**src/rtl/button_pkg.sv**
```systemverilog
// rtl/button_pkg.sv - shared state encodings and default timing constants for the button path
// Contents:
//   btn_state_e        : 3-bit gesture FSM state encoding
//   DEFAULT_COUNT_SIZE : default gesture timer width
//   DEFAULT_LONG_LIMIT : 1 s hold at 12 MHz
//   DEFAULT_GAP_LIMIT  : 300 ms release gap at 12 MHz
package button_pkg;

    localparam int unsigned DEFAULT_COUNT_SIZE = 24;
    localparam logic [23:0] DEFAULT_LONG_LIMIT = 24'd11_999_999;
    localparam logic [23:0] DEFAULT_GAP_LIMIT  = 24'd3_599_999;

    typedef enum logic [2:0] {
        ST_IDLE   = 3'd0,
        ST_PRESS1 = 3'd1,
        ST_GAP    = 3'd2,
        ST_PRESS2 = 3'd3,
        ST_LONG   = 3'd4
    } btn_state_e;

endpackage

```
**src/rtl/sync2.sv**
```systemverilog
// rtl/sync2.sv - generic two-flop synchroniser with synchronous reset
// Ports:
//   clock : destination clock
//   reset : synchronous, active-high; clears both stages
//   d     : asynchronous input bus
//   q     : synchronised output (second stage)
module sync2 #(
    parameter int unsigned WIDTH = 1
) (
    input  logic             clock,
    input  logic             reset,
    input  logic [WIDTH-1:0] d,
    output logic [WIDTH-1:0] q
);

    logic [WIDTH-1:0] s1_q;
    logic [WIDTH-1:0] s2_q;

    always_ff @(posedge clock) begin
        if (reset) begin
            s1_q <= '0;
            s2_q <= '0;
        end else begin
            s1_q <= d;
            s2_q <= s1_q;
        end
    end

    assign q = s2_q;

endmodule

```
**src/rtl/button_events.sv**
```systemverilog
// rtl/button_events.sv - classifies a debounced button level into click / double_click / long_press pulses
// Ports:
//   clock        : system clock
//   reset        : synchronous, active-high; drops any gesture in progress
//   in           : debounced button level, asynchronous to clock
//   held         : synchronised button level
//   click        : one-cycle pulse, single press completed
//   double_click : one-cycle pulse, two presses within the gap limit
//   long_press   : one-cycle pulse, press held to the long limit
module button_events
    import button_pkg::*;
#(
    parameter int unsigned            COUNT_SIZE = DEFAULT_COUNT_SIZE,
    parameter logic [COUNT_SIZE-1:0]  LONG_LIMIT = COUNT_SIZE'(DEFAULT_LONG_LIMIT),
    parameter logic [COUNT_SIZE-1:0]  GAP_LIMIT  = COUNT_SIZE'(DEFAULT_GAP_LIMIT)
) (
    input  logic clock,
    input  logic reset,
    input  logic in,
    output logic held,
    output logic click,
    output logic double_click,
    output logic long_press
);

    logic s2;
    logic s3_q, s3_d;
    logic rise, fall;

    btn_state_e            state_q, state_d;
    logic [COUNT_SIZE-1:0] timer_q, timer_d;
    logic                  click_q, click_d;
    logic                  double_q, double_d;
    logic                  long_q, long_d;

    sync2 #(.WIDTH(1)) u_sync (
        .clock (clock),
        .reset (reset),
        .d     (in),
        .q     (s2)
    );

    assign s3_d = s2;
    assign rise = s2 & ~s3_q;
    assign fall = ~s2 & s3_q;

    always_comb begin
        state_d  = state_q;
        click_d  = 1'b0;
        double_d = 1'b0;
        long_d   = 1'b0;

        // Edges are tested before the timer limit so a real edge wins a tie.
        case (state_q)
            ST_IDLE: begin
                if (rise) state_d = ST_PRESS1;
            end
            ST_PRESS1: begin
                if (fall) begin
                    state_d = ST_GAP;
                end else if (timer_q == LONG_LIMIT) begin
                    state_d = ST_LONG;
                    long_d  = 1'b1;
                end
            end
            ST_GAP: begin
                if (rise) begin
                    state_d = ST_PRESS2;
                end else if (timer_q == GAP_LIMIT) begin
                    state_d = ST_IDLE;
                    click_d = 1'b1;
                end
            end
            ST_PRESS2: begin
                if (fall) begin
                    state_d  = ST_IDLE;
                    double_d = 1'b1;
                end else if (timer_q == LONG_LIMIT) begin
                    // The first press already completed, so report it alongside the hold.
                    state_d = ST_LONG;
                    click_d = 1'b1;
                    long_d  = 1'b1;
                end
            end
            ST_LONG: begin
                if (fall) state_d = ST_IDLE;
            end
            default: begin
                state_d = ST_IDLE;
            end
        endcase

        // Timer restarts on every state entry and only runs in the timed states.
        if (state_d != state_q) begin
            timer_d = '0;
        end else if (state_q inside {ST_PRESS1, ST_GAP, ST_PRESS2}) begin
            timer_d = timer_q + COUNT_SIZE'(1);
        end else begin
            timer_d = '0;
        end
    end

    always_ff @(posedge clock) begin
        if (reset) begin
            state_q  <= ST_IDLE;
            timer_q  <= '0;
            s3_q     <= 1'b0;
            click_q  <= 1'b0;
            double_q <= 1'b0;
            long_q   <= 1'b0;
        end else begin
            state_q  <= state_d;
            timer_q  <= timer_d;
            s3_q     <= s3_d;
            click_q  <= click_d;
            double_q <= double_d;
            long_q   <= long_d;
        end
    end

    assign held         = s2;
    assign click        = click_q;
    assign double_click = double_q;
    assign long_press   = long_q;

endmodule

```
**config.mk**
```make
export PLATFORM = sky130hd
export DESIGN_NAME = button_events
export DESIGN_NICKNAME = d
export VERILOG_FILES = /design/src/rtl/button_pkg.sv /design/src/rtl/sync2.sv /design/src/rtl/button_events.sv
export SDC_FILE = /design/constraint.sdc
export NUM_CORES = 1
export LEC_CHECK = 0
export BUFFER_PORTS_ARGS = -buffer_cell sky130_fd_sc_hd__buf_2
export CORE_ASPECT_RATIO = 0.75
export CORE_MARGIN = 2
export CORE_UTILIZATION = 55
export DETAILED_ROUTE_END_ITERATION = 10
export GPL_ROUTABILITY_DRIVEN = 0
export PLACE_DENSITY = 0.73
export SYNTH_ARGS = -nofsm -noshare
export SYNTH_HDL_FRONTEND = slang
export SYNTH_SLANG_ARGS = --single-unit
```
**constraint.sdc**
```tcl
create_clock -name clock -period 2.1 [get_ports clock]
set_clock_uncertainty 0.05 [all_clocks]
set_input_delay 0.525 -clock clock [delete_from_list [all_inputs] [get_ports clock]]
set_output_delay 0.525 -clock clock [all_outputs]
set_load 0.01 [all_outputs]
```
# Yosys cells after proc, flatten, opt, wreduce, memory -nomap -nowiden
# Cells that the tools add are included.
# W data, S select, Z words.
# totals
ff_bits,33
out_inout_bits,4
wordCells,43
# op_classes
add_sub_neg,1
eq_ne,7
n_mux,14
n_bitwise,7
n_reduce_logical,6
# ops
operator,n
$add A24 B1 Y24 const B,1
$eq A24 B22 Y1 const B,1
$eq A24 B24 Y1 const B,1
$mux W3,7
$pmux W3 S5,1
$eq A3 B2 Y1 const B,2
$reduce_or A2 Y1,3
$mux W1,5
$not A1 Y1,5
$eq A3 B1 Y1 const B,1
$eq A3 B3 Y1 const B,1
$logic_not A3 Y1,1
$ne A3 B3 Y1,1
$reduce_bool A3 Y1,1
$reduce_or A3 Y1,1
$and A1 B1 Y1,2
$pmux W1 S2,1

# Longest topological paths before layout
# logic_depth
ltp_word,6
ltp_mapped,7

# By module
# A second synthesis with hierarchy kept.
# unflattened
hier_cells,169
area_unflattened_um2,1609.0
# modules_own_cells
mod,n_inst,cells_each,area_per_inst_um2,seq_area_each_um2
button_events,1,165,1556.5,620.6
sync2,1,4,52.6,40.0

# Least setup slack after synthesis
# OpenSTA, ideal clock, no wires.
# synth_path
kind,reg-to-reg
start,reg timer_q[0]
end,reg timer_q[11]
setup_time_ps,115
arrival_time_ps,1612
path_slack_ps,323
stages_incl_launch_ff,8
n_path_buf,1
path_cell_list,dfxtp_1 > ha_1 > and4_1 > nand4_1 > a2111oi_0 > a211o_2 > buf_6 > nor2_1
# synth_between
elab_chain_cells,6
word_cells_on_any_way,11
classes_between,add/sub: 1; eq/ne: 3; mux: 6; reduce/logical: 1
# synth_lines
item,line,rtl
"start, declared",button_events.sv:31,"logic [COUNT_SIZE-1:0] timer_q, timer_d;"
"start signal, assigned",button_events.sv:113,timer_q <= timer_d;
$eq A24 B24 Y1 or $eq A24 B22 Y1 (tied branches),"button_events.sv:61, button_events.sv:78, button_events.sv:69",
"$mux W3, on equally long branches","button_events.sv:61, button_events.sv:78, button_events.sv:69",
"$mux W3, on equally long branches","button_events.sv:75, button_events.sv:59, button_events.sv:67",
$pmux W3 S5,button_events.sv:54,case (state_q)
$ne A3 B3 Y1,button_events.sv:94,if (state_d != state_q) begin
$reduce_or A3 Y1 (no source line),--,
# Several ways; a longest one is shown, not always the timed one.
# A chain may end at the register's enable or synchronous reset.

# Worst setup path in the final report
# layout_path
start,reg timer_q[8]
end,reg timer_q[22]
# Same word-level chain as after synthesis.

==> metrics.md <==
| Metric | Value |
|---|---|
| Status | `finished, final reports clean` |
| EDFF count, synth | `0` |
| Fmax | `0.515 GHz` |
| Share of layout cells above drive strength 1 | `0.120` |
| DRT iter0 DRCs | `67` |
| Reg-to-reg slack, setup | `0.16 ns` |
| Area leader, netlist | `dfxtp_1` |
| Antenna violations before repair | `0` |
| Relative slew margins | `0.698` |
| Final Cycle Share | `0.924` |
| I/O Pins | `7` |
| Total power | `0.998 mW` |
| Detailed-route vias per instance | `5.58` |
| Final setup TNS | `0 ns` |
| Post-cts gate resize count | `0` |
| Max cap viols | `0` |
| Area growth from synthesis to layout | `9.41%` |
| Unrepaired setup endpoints after global routing | `false` |
| PortBufs | `6` |
| Max Fanout on Critical Path | `24` |
| Yosys cell types | `37` |
| Synthesis Warnings | `0` |
| CP endpoint kind | `flip-flop` |
| WP data arrival | `2.13 ns` |
| CTS Buffer Depth | `2` |
| Mapped Cells | `168` |
| Slew Viols, Final | `0` |
| 1st-pass router iterations | `4` |
| DRT Wirelength | `2860 µm` |
| Die X | `63.8 µm` |
| Count leader, synth | `dfxtp_1` |
| CTS Buf Count | `5` |
| Final worst setup slack | `0.160 ns` |
| CP Data Required Time | `2.29 ns` |
| Post-CTS setup buffer count | `0` |
| Startpoint types | `flip-flop` |
| Fillers | `227` |
| Clock sinks | `33` |
| Overflow after GRT | `0` |
| Leak pwr | `0.533 nW` |
| Worst min-delay path category | `in -> reg` |
| Register area share after synthesis | `0.447` |
| Crit path buf inv count | `1` |
| Final hold vios | `0` |
| Clock Pin Slew Worst Setup and Hold Paths | `0.10 ns` |
| Yosys reg bits | `33` |
| Placeable Area | `2580 µm²` |
| Synth cell count leaders | `33 x dfxtp_1, 31 x nor2_1, 16 x xor2_1` |
| CTS tree | `done` |
| Synth top area share | `0.447` |
| Mapped Nets | `172` |
| DRC viols | `0` |
| VDD IR max | `0.000479 V` |
| Max H-tree Level | `2` |
| Critical path type | `reg -> reg` |
| GRT Overall Usage | `0.207` |
| Async SR Flop Fraction | `0` |
| Final nets | `186` |
| Drt wl/cell | `13.1 µm` |
| Power Dens Cells | `618 nW/µm²` |
| Via count | `1221` |
| First-pass GRT wire length | `4910 µm` |
| Synth area leaders | `dfxtp_1 45%, xor2_1 9.5%, nor2_1 7.9%, nand4_1 4.2%, nand2_1 3.8%` |
| Synth Flop Type | `dfxtp_1` |
| WHS | `0.354 ns` |
| Avg Inst Size Synth | `8.79 µm²` |
| Crit path cell chain | `nor4b_1, nand4_1, a2111oi_0, a211o_2, buf_12, nor2_1` |
| CTS Hold Bufs | `0` |
| CP max stage delay | `0.47 ns` |
| Post-detailed-route count of antenna-violating nets | `0` |
| Largest net degree at the start of global routing | `25` |
| Post-synthesis cell area | `1480 µm²` |
| Setup WS pre-CTS | `0.162 ns` |
| Worst-Margin Slew | `0.446 ns` |
| Kind of cell adding the most delay to the critical path | `simple AND/OR/NAND/NOR gates` |
| CP max-delay cell | `nor4b_1` |
| Clk_lat worst skew | `0.35 ns` |
| Die area | `3120 µm²` |
| Die H | `48.9 µm` |
| Fin crit period | `1.94 ns` |
| Starting Density | `0.572` |
| Dpl hpwl | `2070 µm` |
| N_diodes | `0` |
| Setup violators final | `0` |
| Vias in the first global route | `1105` |
| Rows | `16` |
| CTS root buf | `clkbuf_4` |
[registers in the layout, indices dropped and copies added, names as in the netlist]
| signal | cells |
|---|---|
| timer_q | 24 |
| state_q | 3 |
| click | 1 |
| double_click | 1 |
| long_press | 1 |
| s3_q | 1 |
| u_sync.q | 1 |
| u_sync.s1_q | 1 |
[cell type report]
type / instances / area, µm² / share of cell area
multi-input cells: 128 / 771 / 0.477
flip-flops and latches: 33 / 661 / 0.409
repair buffers: 10 / 72.6 / 0.0449
well taps: 36 / 45.0 / 0.0279
clock buffers: 6 / 41.3 / 0.0256
inverters: 4 / 15.0 / 0.00930
clock inverters: 2 / 10.0 / 0.00620
[path summary, 6_finish.rpt]
| check | from | endpoint | cells past startpoint |
|---|---|---|---|
| max | timer_q[8] | timer_q[22] | 6 |
| min | in | u_sync.s1_q | 2 |
| max reg2reg | timer_q[8] | timer_q[22] | 6 |
| min reg2reg | u_sync.s1_q | u_sync.q | 1 |
[cells in the final DEF, fill, tap and decap left out, types with 2 or more instances in the layout]
cell,n
nand4_1,10
buf_2,6
buf_4,3
dfxtp_1,33
clkbuf_4,5
clkinv_2,2
and3_1,2
o21ai_0,2
and4_1,4
a21oi_1,3
nor2_1,31
nor4_1,2
nand2_1,15
inv_1,4
nor3_1,5
xnor2_1,6
nand3_1,9
nor2b_1,3
xor2_1,16
[worst register-to-register path: stages, from the launching register on]
cell and delay (ns):
dfxtp_1 0.38, nor4b_1 0.47, nand4_1 0.20, a2111oi_0 0.32, a211o_2 0.19, buf_12 0.15, nor2_1 0.07
[stage by stage]
step / instance area [µm²] / cells / utilization
6_report: 1620 / 219 / 0.625
5_1_grt: 1620 / 219 / 0.625
4_1_cts: 1620 / 219 / 0.625
3_5_place_dp: 1560 / 211 / 0.606
3_3_place_gp: 1560 / 211 / 0.606
2_1_floorplan: 1480 / 168 / -
[routing by layer]
layer / GRT usage / part of all wire / wire, µm
met5: 0 / 0 / 0
met3: 0.0762 / 0.041 / 116
met2: 0.321 / 0.45 / 1280
met4: 0.0978 / 0.019 / 53
met1: 0.253 / 0.49 / 1410
[power breakdown]
part / internal, mW / leakage, nW / total [mW] / switching (mW)
Sequential: 0.629 / 0.266 / 0.634 / 0.00504
Combinational: 0.00956 / 0.234 / 0.0231 / 0.0135
Clock: 0.127 / 0.0320 / 0.340 / 0.213
[cells by family (layout without fill, tap and decap cells)]
kind of cell / after synthesis / in the layout / share of synthesized area
simple gates: 94 / 94 / 0.332
fa+ha+maj: 1 / 1 / 0.00847
compound gates: 11 / 11 / 0.0509
buf+inv: 7 / 22 / 0.0305
flops: 33 / 33 / 0.447
xor+xnor: 22 / 22 / 0.131
Note: power is estimated with default switching activity, not from simulation.
